### config.mk
export PLATFORM = sky130hd
export DESIGN_NAME = bank_eraser
export DESIGN_NICKNAME = d
export VERILOG_FILES = /design/src/rtl/bank_eraser.sv
export SDC_FILE = /design/constraint.sdc
export NUM_CORES = 1
export LEC_CHECK = 0
export CAP_MARGIN = 0
export CORE_AREA = 4 4 263 265
export DETAILED_ROUTE_END_ITERATION = 6
export DIE_AREA = 0 0 267 269
export GPL_ROUTABILITY_DRIVEN = 1
export PLACE_DENSITY_LB_ADDON = 0.15
export SETUP_SLACK_MARGIN = 0.4
export SLEW_MARGIN = 10
export SYNTH_ARGS = -nofsm -noshare
export SYNTH_HDL_FRONTEND = slang
export SYNTH_SLANG_ARGS = --single-unit
### constraint.sdc
create_clock -name clk -period 4.2 [get_ports clk]
set_input_delay 1.05 -clock clk [delete_from_list [all_inputs] [get_ports clk]]
set_output_delay 1.05 -clock clk [all_outputs]
set_load 0.005 [all_outputs]
### src/rtl/bank_eraser.sv
// bank_eraser: AXI4 write master that fills one RAM bank with a fixed pattern.
// Full-length INCR bursts are issued with a bounded number awaiting their write response.
module bank_eraser #(
    parameter int          DW              = 512,
    parameter logic [63:0] BASE_ADDR       = 64'h0,
    parameter logic [63:0] BANK_SIZE       = 64'h1_0000_0000,
    parameter int          BURST_BEATS     = 64,
    parameter int          MAX_OUTSTANDING = 8,
    parameter logic [31:0] FILL_PATTERN    = 32'hFFFF_FFFF
) (
    input  logic            clk,
    input  logic            resetn,
    input  logic            erase_ram,
    output logic            erase_idle,
    output logic [15:0]     error_count,
    output logic [63:0]     M_AXI_AWADDR,
    output logic [7:0]      M_AXI_AWLEN,
    output logic [2:0]      M_AXI_AWSIZE,
    output logic [1:0]      M_AXI_AWBURST,
    output logic            M_AXI_AWVALID,
    input  logic            M_AXI_AWREADY,
    output logic [DW-1:0]   M_AXI_WDATA,
    output logic [DW/8-1:0] M_AXI_WSTRB,
    output logic            M_AXI_WLAST,
    output logic            M_AXI_WVALID,
    input  logic            M_AXI_WREADY,
    input  logic [1:0]      M_AXI_BRESP,
    input  logic            M_AXI_BVALID,
    output logic            M_AXI_BREADY
);
    // state | meaning
    // IDLE  | no erase in progress, waiting for erase_ram
    // RUN   | issuing bursts and collecting write responses
    localparam logic [0:0] IDLE = 1'b0;
    localparam logic [0:0] RUN  = 1'b1;

    localparam logic [63:0] BURST_BYTES = 64'(BURST_BEATS) * 64'(DW / 8);
    localparam logic [63:0] TOTAL       = BANK_SIZE / BURST_BYTES;
    localparam logic [7:0]  LAST_BEAT   = 8'(BURST_BEATS - 1);
    localparam logic [7:0]  MAX_OUT     = 8'(MAX_OUTSTANDING);

    logic [0:0]  state;
    logic [63:0] aw_sent;
    logic [63:0] w_bursts_done;
    logic [63:0] b_rcvd;
    logic [63:0] aw_addr;
    logic [7:0]  outstanding;
    logic [7:0]  beat;
    logic        aw_hs;
    logic        w_hs;
    logic        b_hs;

    // AWVALID can only stay asserted while waiting: outstanding never grows without a handshake
    assign M_AXI_AWVALID = (state == RUN) && (aw_sent < TOTAL) && (outstanding < MAX_OUT);
    assign M_AXI_WVALID  = (state == RUN) && (w_bursts_done < aw_sent);
    assign M_AXI_BREADY  = (state == RUN);
    assign M_AXI_WLAST   = (beat == LAST_BEAT);
    assign erase_idle    = (state == IDLE);

    assign M_AXI_AWADDR  = aw_addr;
    assign M_AXI_AWLEN   = LAST_BEAT;
    assign M_AXI_AWSIZE  = 3'($clog2(DW / 8));
    assign M_AXI_AWBURST = 2'b01;
    assign M_AXI_WDATA   = {(DW / 32){FILL_PATTERN}};
    assign M_AXI_WSTRB   = '1;

    assign aw_hs = M_AXI_AWVALID && M_AXI_AWREADY;
    assign w_hs  = M_AXI_WVALID && M_AXI_WREADY;
    assign b_hs  = M_AXI_BVALID && M_AXI_BREADY;

    always_ff @(posedge clk) begin
        if (!resetn) begin
            state         <= IDLE;
            aw_sent       <= '0;
            w_bursts_done <= '0;
            b_rcvd        <= '0;
            aw_addr       <= BASE_ADDR;
            outstanding   <= '0;
            beat          <= '0;
            error_count   <= '0;
        end else if (state == IDLE) begin
            if (erase_ram) begin
                state         <= RUN;
                aw_sent       <= '0;
                w_bursts_done <= '0;
                b_rcvd        <= '0;
                aw_addr       <= BASE_ADDR;
                outstanding   <= '0;
                beat          <= '0;
                error_count   <= '0;
            end
        end else begin
            if (b_rcvd == TOTAL) begin
                state <= IDLE;
            end
            if (aw_hs) begin
                aw_sent <= aw_sent + 64'd1;
                aw_addr <= aw_addr + BURST_BYTES;
            end
            if (w_hs) begin
                if (M_AXI_WLAST) begin
                    beat          <= '0;
                    w_bursts_done <= w_bursts_done + 64'd1;
                end else begin
                    beat <= beat + 8'd1;
                end
            end
            if (b_hs) begin
                b_rcvd <= b_rcvd + 64'd1;
                if ((M_AXI_BRESP != 2'b00) && (error_count != 16'hFFFF)) begin
                    error_count <= error_count + 16'd1;
                end
            end
            case ({aw_hs, b_hs})
                2'b10:   outstanding <= outstanding + 8'd1;
                2'b01:   outstanding <= outstanding - 8'd1;
                default: outstanding <= outstanding;
            endcase
        end
    end
endmodule

==> tab_implementation.tex, run 1 <==
\begin{tabular}{lr}
\hline
Metric & Value \\
\hline
\multicolumn{2}{l}{\textbf{Floorplanning}} \\
Die H & 269 um \\
Std cell rows & 95 \\
Core Footprint & 66800 sq um \\
Die Outline Area & 71800 sq um \\
Die outline width & 267 um \\
Initial core utilization & 29.1\% \\
I/O pin count & 682 \\
\multicolumn{2}{l}{\textbf{Timing}} \\
Remaining max-slew budget at the tightest pin & 37.4\% \\
Pin slew with the least headroom to its limit & 0.939 ns \\
RSZ-0062 raised after global routing & yes \\
Clock period minus final worst setup slack & 4.03 ns \\
Endpoints failing hold & 0 \\
Highest achievable clock rate & 248 MHz \\
Tcrit/Tclk final & 95.9\% \\
Post-route setup TNS & 0 ns \\
Final max-slew violation count & 0 \\
Clock skew after layout & 0.0229 ns \\
Number of setup violations in the final report & 0 \\
\multicolumn{2}{l}{\textbf{Yosys}} \\
Multiplexer share of the synthesized area & 0.965\% \\
Count of distinct cell types in the synthesized netlist & 71 \\
Share of synthesized flip-flops with an asynchronous set or reset & 0\% \\
Post-synthesis cell type with the largest combined area & sky130\_fd\_sc\_hd\_\_dfxtp\_1 \\
Part of the Yosys area used for sequential elements & 28.5\% \\
Dominant register cell in the synthesized netlist & sky130\_fd\_sc\_hd\_\_dfxtp\_1 \\
Cell types with the largest area share after synthesis & sky130\_fd\_sc\_hd\_\_dfxtp\_1 (29\%), sky130\_fd\_sc\_hd\_\_buf\_4 (23\%), sky130\_fd\_sc\_hd\_\_ha\_1 (4.9\%) \\
Post-Synth XOR/XNOR Area & 4.14\% \\
Gate count after technology mapping & 2423 \\
Compound-Gate Fraction of Synth Area & 11.3\% \\
Post-synthesis instance area & 19400 sq um \\
Share of the synthesized area in the top cell type & 28.5\% \\
Combinational family with the most area after synthesis & buffers and inverters \\
Synthesized-area fraction occupied by and/or/nand/nor cells & 22.8\% \\
Total of flip-flops plus latches after synthesis & 277 \\
Adder-Cell Fraction of Synth Area & 4.99\% \\
Post-synthesis average cell area & 8.02 sq um \\
Number of enable flip-flop cells after synthesis & 0 \\
Synth Warn \# & 0 \\
\multicolumn{2}{l}{\textbf{Placed design}} \\
Gp weighted congestion & 0.777 \\
Hpwl dp & 37400 um \\
Area after detailed placement & 19100 sq um \\
Cells after DPL & 3329 \\
\# port buffers & 80 \\
\multicolumn{2}{l}{\textbf{Critical path}} \\
Cell Chain, Critical Path & inv\_2, ha\_4, a21oi\_2, o21ai\_2, a221o\_1, or3\_4, a311oi\_4, or2\_4, o2111a\_2, buf\_6 \\
Worst Setup Start Kind & flip-flop \\
Cell depth of the worst flop-to-flop path & 15 \\
Gate family responsible for the most delay along the worst path & compound AO/OA/AOI/OAI gates \\
Worst Setup Path Type & flip-flop to output port \\
Buffer and inverter count on the worst path & 2 \\
Peak fanout along the critical path & 2 \\
Worst R2R Start & aw\_sent[26] \\
Reg-to-Reg End & outstanding[7] \\
Slowest cell on crit path & sky130\_fd\_sc\_hd\_\_a311oi\_4 \\
Worst reg2reg setup slack & 0.65 ns \\
Largest incremental delay on the critical path & 0.36 ns \\
Endpoint required time on the critical path & 3.15 ns \\
Arr. time, crit path & 2.98 ns \\
Crit end category & output port \\
\multicolumn{2}{l}{\textbf{Cells and area}} \\
Layout cells sized above 1 & 9.64\% \\
Final net count & 2599 \\
Area added between synthesis and finish & 7.46\% \\
Post-route cell area & 20900 sq um \\
Most common cell after layout, fill and taps aside & sky130\_fd\_sc\_hd\_\_conb\_1 \\
Antenna diode instance count & 0 \\
Highest-count cells in the layout ignoring fill and taps & sky130\_fd\_sc\_hd\_\_conb\_1 (601), sky130\_fd\_sc\_hd\_\_dfxtp\_1 (241), sky130\_fd\_sc\_hd\_\_nor2\_1 (195) \\
Final std cells w/o fill & 3415 \\
Sequential cell area & 5600 sq um \\
Fillers & 7203 \\
Area of the multi-input gates & 11200 sq um \\
\multicolumn{2}{l}{\textbf{CTS}} \\
Maximum count of clock buffers along a single path & 3 \\
Hold buffer count at CTS & 0 \\
Clock-pin slew reported for the worst setup and hold paths after clock tree synthesis & 0.05 ns \\
Buffer type at the clock tree root & sky130\_fd\_sc\_hd\_\_clkbuf\_16 \\
\# H-tree levels & 2 \\
Clock Latency Late Sink & 0.56 ns \\
TritonCTS clock tree & yes \\
TritonCTS buffer count & 38 \\
Sinks on Clock Net & 277 \\
\multicolumn{2}{l}{\textbf{Min path}} \\
Worst min-delay path startpoint & outstanding[2] \\
Worst min path class & flip-flop to flip-flop \\
Worst Hold Depth & 2 \\
Endpoint with the worst hold slack & outstanding[2] \\
\multicolumn{2}{l}{\textbf{Pwr}} \\
Clk network pwr share & 52.0\% \\
Pwr dens & 306 nW/um\^{}2 \\
Power share of the sequential group & 41.3\% \\
Proportion of power drawn by combinational gates & 6.7\% \\
Internal power & 4760 uW \\
Switching share of total power & 25.6\% \\
Highest ir drop seen on vdd & 0.000207 V \\
Leak Pwr & 0.00813 uW \\
Switching power total & 1640 uW \\
\multicolumn{2}{l}{\textbf{Route}} \\
WL/cell & 15.6 um \\
Antenna-violating nets left & 0 \\
Total via count in the routed design & 15.4k \\
Wire length after detailed routing & 53400 um \\
DR DRC count & 0 \\
Number of design-rule violations left by the first detailed-router iteration & 950 \\
Ratio of routed vias to standard cells & 4.51 \\
Initial DRT Pass Iterations & 5 \\
\multicolumn{2}{l}{\textbf{Outcome}} \\
Result of the run & complete, no violations \\
\multicolumn{2}{l}{\textbf{GRT}} \\
Total grt overflow & 0 \\
Pin count of the biggest net entering global routing & 75 \\
Global routing usage summed across all routing layers & 13.8\% \\
First-pass GRT wire length & 80900 um \\
Initial antenna violation count & 1 \\
Number of global-route vias before repair & 14.4k \\
\multicolumn{2}{l}{\textbf{Run}} \\
Number of violations of the max-capacitance limit & 0 \\
\hline
\end{tabular}
==> cell type report <==
class,count,area share (%)
Sequential cell,277,26.8
Inverter,93,1.70
Clock buffer,60,5.62
Timing Repair Buffer,149,6.43
Tap cell,873,5.23
Multi-Input combinational cell,1955,53.7
Clock inverter,8,0.539
==> power by group through the flow <==
stage	Sequential [uW]	Clock (uW)	Combinational (uW)
global route	2640	3540	492
CTS	2640	3460	412
finish	2640	3330	432
floorplan	2700	0	703
detailed placement	2700	0	408
global placement	2700	0	407
==> worst reg2reg max path: stages, from the launching register on <==
cell and delay [ns]:
sky130_fd_sc_hd__dfxtp_2 0.33, sky130_fd_sc_hd__buf_4 0.14, sky130_fd_sc_hd__nor4_2 0.36, sky130_fd_sc_hd__nand4_1 0.20, sky130_fd_sc_hd__nor4_4 0.40, sky130_fd_sc_hd__and2_4 0.22
sky130_fd_sc_hd__nor2_1 0.06, sky130_fd_sc_hd__buf_4 0.17, sky130_fd_sc_hd__ha_1 0.32, sky130_fd_sc_hd__a21oi_1 0.18, sky130_fd_sc_hd__nor2b_1 0.07, sky130_fd_sc_hd__o21a_1 0.19
sky130_fd_sc_hd__o41ai_2 0.24, sky130_fd_sc_hd__xor2_1 0.12, sky130_fd_sc_hd__or3_1 0.32, sky130_fd_sc_hd__a31oi_1 0.16
==> how the worst max path moves through the flow <==
stage	from	endpoint	slack (ns)	depth (start not counted)
6_report	aw_sent[19]	M_AXI_WVALID	0.17	10
5_1_grt	aw_sent[30]	M_AXI_WVALID	0.07	10
4_1_cts	w_bursts_done[29]	M_AXI_WVALID	0.15	9
3_5_place_dp	aw_sent[17]	M_AXI_WVALID	0.1	10
3_3_place_gp	aw_sent[17]	M_AXI_WVALID	0.15	10
2_1_floorplan	M_AXI_BVALID	outstanding[7]	0.66	12
==> routing by layer <==
layer,up-vias,GRT usage [%],wire [um]
met4,2,4.80,1410
met2,547,23.4,25100
met5,-,0,13
li1,7487,-,-
met1,7291,18.0,23600
met3,80,2.20,3340
==> cell usage after synthesis, types with 4 or more instances <==
cell type and instances:
sky130_fd_sc_hd__a211oi_1 12, sky130_fd_sc_hd__a21o_1 18, sky130_fd_sc_hd__a21oi_1 98, sky130_fd_sc_hd__a22oi_1 4
sky130_fd_sc_hd__a31oi_1 4, sky130_fd_sc_hd__and2_1 19, sky130_fd_sc_hd__and3_1 40, sky130_fd_sc_hd__and4_1 22
sky130_fd_sc_hd__buf_1 7, sky130_fd_sc_hd__buf_2 8, sky130_fd_sc_hd__buf_4 601, sky130_fd_sc_hd__buf_6 6
sky130_fd_sc_hd__clkbuf_1 75, sky130_fd_sc_hd__dfxtp_1 277, sky130_fd_sc_hd__ha_1 76, sky130_fd_sc_hd__inv_1 92
sky130_fd_sc_hd__mux2_2 6, sky130_fd_sc_hd__mux2i_1 12, sky130_fd_sc_hd__nand2_1 128, sky130_fd_sc_hd__nand2b_1 6
sky130_fd_sc_hd__nand3_1 123, sky130_fd_sc_hd__nand3b_1 4, sky130_fd_sc_hd__nand4_1 86, sky130_fd_sc_hd__nor2_1 196
sky130_fd_sc_hd__nor2b_1 5, sky130_fd_sc_hd__nor3_1 42, sky130_fd_sc_hd__nor4_1 50, sky130_fd_sc_hd__nor4b_1 4
sky130_fd_sc_hd__o2111ai_1 52, sky130_fd_sc_hd__o211ai_1 8, sky130_fd_sc_hd__o21a_1 10, sky130_fd_sc_hd__o21ai_0 23
sky130_fd_sc_hd__o21ai_1 11, sky130_fd_sc_hd__o31ai_1 55, sky130_fd_sc_hd__or2_2 8, sky130_fd_sc_hd__or3_1 92
sky130_fd_sc_hd__or4_1 6, sky130_fd_sc_hd__xnor2_1 62, sky130_fd_sc_hd__xor2_1 30
==> cell families after synthesis <==
group	after synthesis
muxes	18
AOI/OAI and AO/OA	319
xor gates and xnor gates	92
buffers and inverters	790
adders and majority gates	77
and+or+nand+nor	848
DFF	277
other	2
==> repair_timing <==
item | in CTS | in global routing
pin swaps | 25 | 11
resized for setup | 92 | 12
endpoints found under the setup margin | 3 | 4
setup buffers | 15 | 3
==> state kept, by name, summed over array words and instances (netlist names) <==
signal         count
M_AXI_AWADDR      52
M_AXI_BREADY       1
aw_sent           64
b_rcvd            64
beat               8
error_count       16
outstanding        8
w_bursts_done     64
==> per-stage QoR <==
step                      hold WS, ns  util (%)  power, uW  worst slack, ns
after floorplan                 0.436         -       3400            0.661
after global placement          0.454      28.6       3110            0.149
after detailed placement        0.459      28.6       3110           0.0970
after CTS                       0.467      31.2       6510            0.151
after global routing            0.485      31.3       6670           0.0740
final                           0.462      31.3       6400            0.172
Note: power is estimated with default switching activity, not from simulation.
==> run 2, diff against run 1 <==
--- a/config.mk
+++ b/config.mk
@@ -6,9 +6,9 @@
 export NUM_CORES = 1
 export LEC_CHECK = 0
 export CAP_MARGIN = 0
-export CORE_AREA = 4 4 263 265
+export CORE_AREA = 4 4 262 264
 export DETAILED_ROUTE_END_ITERATION = 6
-export DIE_AREA = 0 0 267 269
+export DIE_AREA = 0 0 266 268
 export GPL_ROUTABILITY_DRIVEN = 1
 export PLACE_DENSITY_LB_ADDON = 0.15
 export SETUP_SLACK_MARGIN = 0.4
==> constraint.sdc (replaced) <==
create_clock -name clk -period 3.6 [get_ports clk]
set_input_delay 0.9 -clock clk [delete_from_list [all_inputs] [get_ports clk]]
set_output_delay 0.9 -clock clk [all_outputs]
set_load 0.005 [all_outputs]
==> tab_implementation.tex, run 2 (synthesized netlist as in run 1, its figures left out) <==
\begin{tabular}{lr}
\hline
Metric & Value \\
\hline
\multicolumn{2}{l}{\textbf{Route}} \\
Wire length after detailed routing & 54200 um \\
DR DRC count & 0 \\
Number of design-rule violations left by the first detailed-router iteration & 895 \\
Total via count in the routed design & 15.8k \\
Antenna-violating nets left & 0 \\
Ratio of routed vias to standard cells & 4.46 \\
Initial DRT Pass Iterations & 5 \\
WL/cell & 15.3 um \\
\multicolumn{2}{l}{\textbf{Timing}} \\
Clock period minus final worst setup slack & 3.89 ns \\
Endpoints failing hold & 0 \\
Post-route setup TNS & -0.291 ns \\
Tcrit/Tclk final & 108\% \\
Pin slew with the least headroom to its limit & 0.868 ns \\
Highest achievable clock rate & 257 MHz \\
RSZ-0062 raised after global routing & yes \\
Clock skew after layout & 0.0309 ns \\
Remaining max-slew budget at the tightest pin & 42.1\% \\
Number of setup violations in the final report & 1 \\
Final max-slew violation count & 0 \\
Final setup slack of the worst path & -0.291 ns \\
\multicolumn{2}{l}{\textbf{Floorplanning}} \\
Die H & 268 um \\
Initial core utilization & 29.2\% \\
I/O pin count & 682 \\
Die Outline Area & 71300 sq um \\
Die outline width & 266 um \\
Std cell rows & 95 \\
Core Footprint & 66600 sq um \\
\multicolumn{2}{l}{\textbf{Placed design}} \\
Gp weighted congestion & 0.800 \\
Hpwl dp & 38600 um \\
\# port buffers & 80 \\
\multicolumn{2}{l}{\textbf{CTS}} \\
Clock-pin slew reported for the worst setup and hold paths after clock tree synthesis & 0.05 ns \\
Hold buffer count at CTS & 0 \\
\# H-tree levels & 2 \\
Sinks on Clock Net & 277 \\
TritonCTS clock tree & yes \\
Buffer type at the clock tree root & sky130\_fd\_sc\_hd\_\_clkbuf\_16 \\
TritonCTS buffer count & 38 \\
Clock Latency Late Sink & 0.58 ns \\
Maximum count of clock buffers along a single path & 3 \\
\multicolumn{2}{l}{\textbf{Critical path}} \\
Origin of the worst setup path & aw\_sent[19] \\
Reg-to-Reg End & outstanding[7] \\
Worst reg2reg setup slack & 0.07 ns \\
Crit end category & output port \\
Cell depth of the worst flop-to-flop path & 16 \\
Worst Setup Start Kind & flip-flop \\
Worst R2R Start & aw\_sent[25] \\
Arr. time, crit path & 2.99 ns \\
Endpoint required time on the critical path & 2.70 ns \\
Peak fanout along the critical path & 2 \\
Worst Setup Path Type & flip-flop to output port \\
\multicolumn{2}{l}{\textbf{GRT}} \\
Number of global-route vias before repair & 14.7k \\
Initial antenna violation count & 0 \\
First-pass GRT wire length & 82200 um \\
Global routing usage summed across all routing layers & 14.1\% \\
Pin count of the biggest net entering global routing & 84 \\
Total grt overflow & 0 \\
\multicolumn{2}{l}{\textbf{Cells and area}} \\
Final net count & 2723 \\
Antenna diode instance count & 0 \\
Most common cell after layout, fill and taps aside & sky130\_fd\_sc\_hd\_\_conb\_1 \\
Area added between synthesis and finish & 13.3\% \\
Layout cells sized above 1 & 14.3\% \\
Highest-count cells in the layout ignoring fill and taps & sky130\_fd\_sc\_hd\_\_conb\_1 (601), sky130\_fd\_sc\_hd\_\_dfxtp\_1 (253), sky130\_fd\_sc\_hd\_\_nor2\_1 (193) \\
Largest registers & aw\_sent x64, b\_rcvd x64, w\_bursts\_done x64 \\
\multicolumn{2}{l}{\textbf{Pwr}} \\
Post-route total power & 7490 uW \\
Switching share of total power & 26.2\% \\
Pwr dens & 340 nW/um\^{}2 \\
Leak Pwr & 0.00879 uW \\
Power share of the sequential group & 41.1\% \\
Proportion of power drawn by combinational gates & 7.5\% \\
Highest ir drop seen on vdd & 0.000292 V \\
Internal power & 5530 uW \\
Switching power total & 1960 uW \\
Clk network pwr share & 51.4\% \\
\multicolumn{2}{l}{\textbf{Outcome}} \\
Violations in the final reports & negative setup slack \\
Result of the run & finished, violations left \\
\multicolumn{2}{l}{\textbf{Min path}} \\
Endpoint with the worst hold slack & aw\_sent[49] \\
Worst min path class & flip-flop to flip-flop \\
Worst Hold Depth & 2 \\
Worst min-delay path startpoint & aw\_sent[49] \\
\multicolumn{2}{l}{\textbf{Run}} \\
Number of violations of the max-capacitance limit & 0 \\
\hline
\end{tabular}
## run 2: cell count changes in the layout (fill, tap and decap cells not counted), sizes merged
| cell | change |
|---|---|
| clkdlybuf4s50 | -2 |
| clkbuf | -4 |
| inv | +2 |
| buf | +125 |
| dlygate4sd2 | +1 |
| clkinv | +2 |
## run 2: per-stage QoR
step	instance area (sq um)	setup WS [ns]	hold WS [ns]	utilization, %	instances
after floorplan	21700	0.378	0.436	-	3022
after CTS	21900	-0.296	0.463	32.8	3533
after global routing	22000	-0.370	0.496	33.1	3539
after detailed placement	20100	-0.358	0.452	30.2	3453
after global placement	20100	-0.353	0.449	30.2	3453
final	22000	-0.291	0.460	33.1	3539
## run 2: power groups by stage
stage	combinational (uW)	clock, uW	sequential [uW]
2_1_floorplan	821	0	3150
3_3_place_gp	514	0	3150
3_5_place_dp	518	0	3150
4_1_cts	531	4010	3080
5_1_grt	632	4130	3080
6_report	564	3850	3080
## run 2: final cells by class
class                   instances  area (sq um)
flip-flops and latches        277          5580
clock buffers                  56          1120
clock inverters                12           151
repair buffers                273          2370
fillers                      7046         44500
multi-input cells            1955         11400
well taps                     873          1090
inverters                      93           350
## run 2: what timing repair did
| action | 4_1_cts | 5_1_grt |
|---|---|---|
| buffers inserted | 12 | 6 |
| endpoints found under the setup margin | 156 | 104 |
| pin swaps | 37 | 23 |
| gates resized for setup | 90 | 32 |
## run 2: how the worst max path moves through the flow
stage	end	slack [ns]	cells past startpoint
finish	M_AXI_WVALID	-0.29	10
global placement	M_AXI_WVALID	-0.35	10
floorplan	outstanding[7]	0.38	15
global route	M_AXI_WVALID	-0.37	10
detailed placement	M_AXI_WVALID	-0.36	10
CTS	M_AXI_WVALID	-0.30	10
## run 2: metal layers
layer | track usage (%) | routed length [um] | vias up | share of wire [%]
met5 | 0 | 0 | - | 0
met4 | 3.65 | 1080 | 0 | 2.0
met3 | 2.94 | 3850 | 64 | 7.1
met2 | 24.1 | 25700 | 532 | 47
met1 | 18.1 | 23600 | 7467 | 43
li1 | - | - | 7721 | -
## run 2: worst max-delay path, cell delays in order (launching register included)
cell	delay (ns)
sky130_fd_sc_hd__dfxtp_2	0.33
sky130_fd_sc_hd__inv_2	0.05
sky130_fd_sc_hd__ha_4	0.22
sky130_fd_sc_hd__a21oi_4	0.14
sky130_fd_sc_hd__o21ai_4	0.08
sky130_fd_sc_hd__a221o_1	0.34
sky130_fd_sc_hd__or3_4	0.35
sky130_fd_sc_hd__a311oi_4	0.40
sky130_fd_sc_hd__or2_4	0.20
sky130_fd_sc_hd__o2111a_1	0.20
sky130_fd_sc_hd__buf_2	0.13
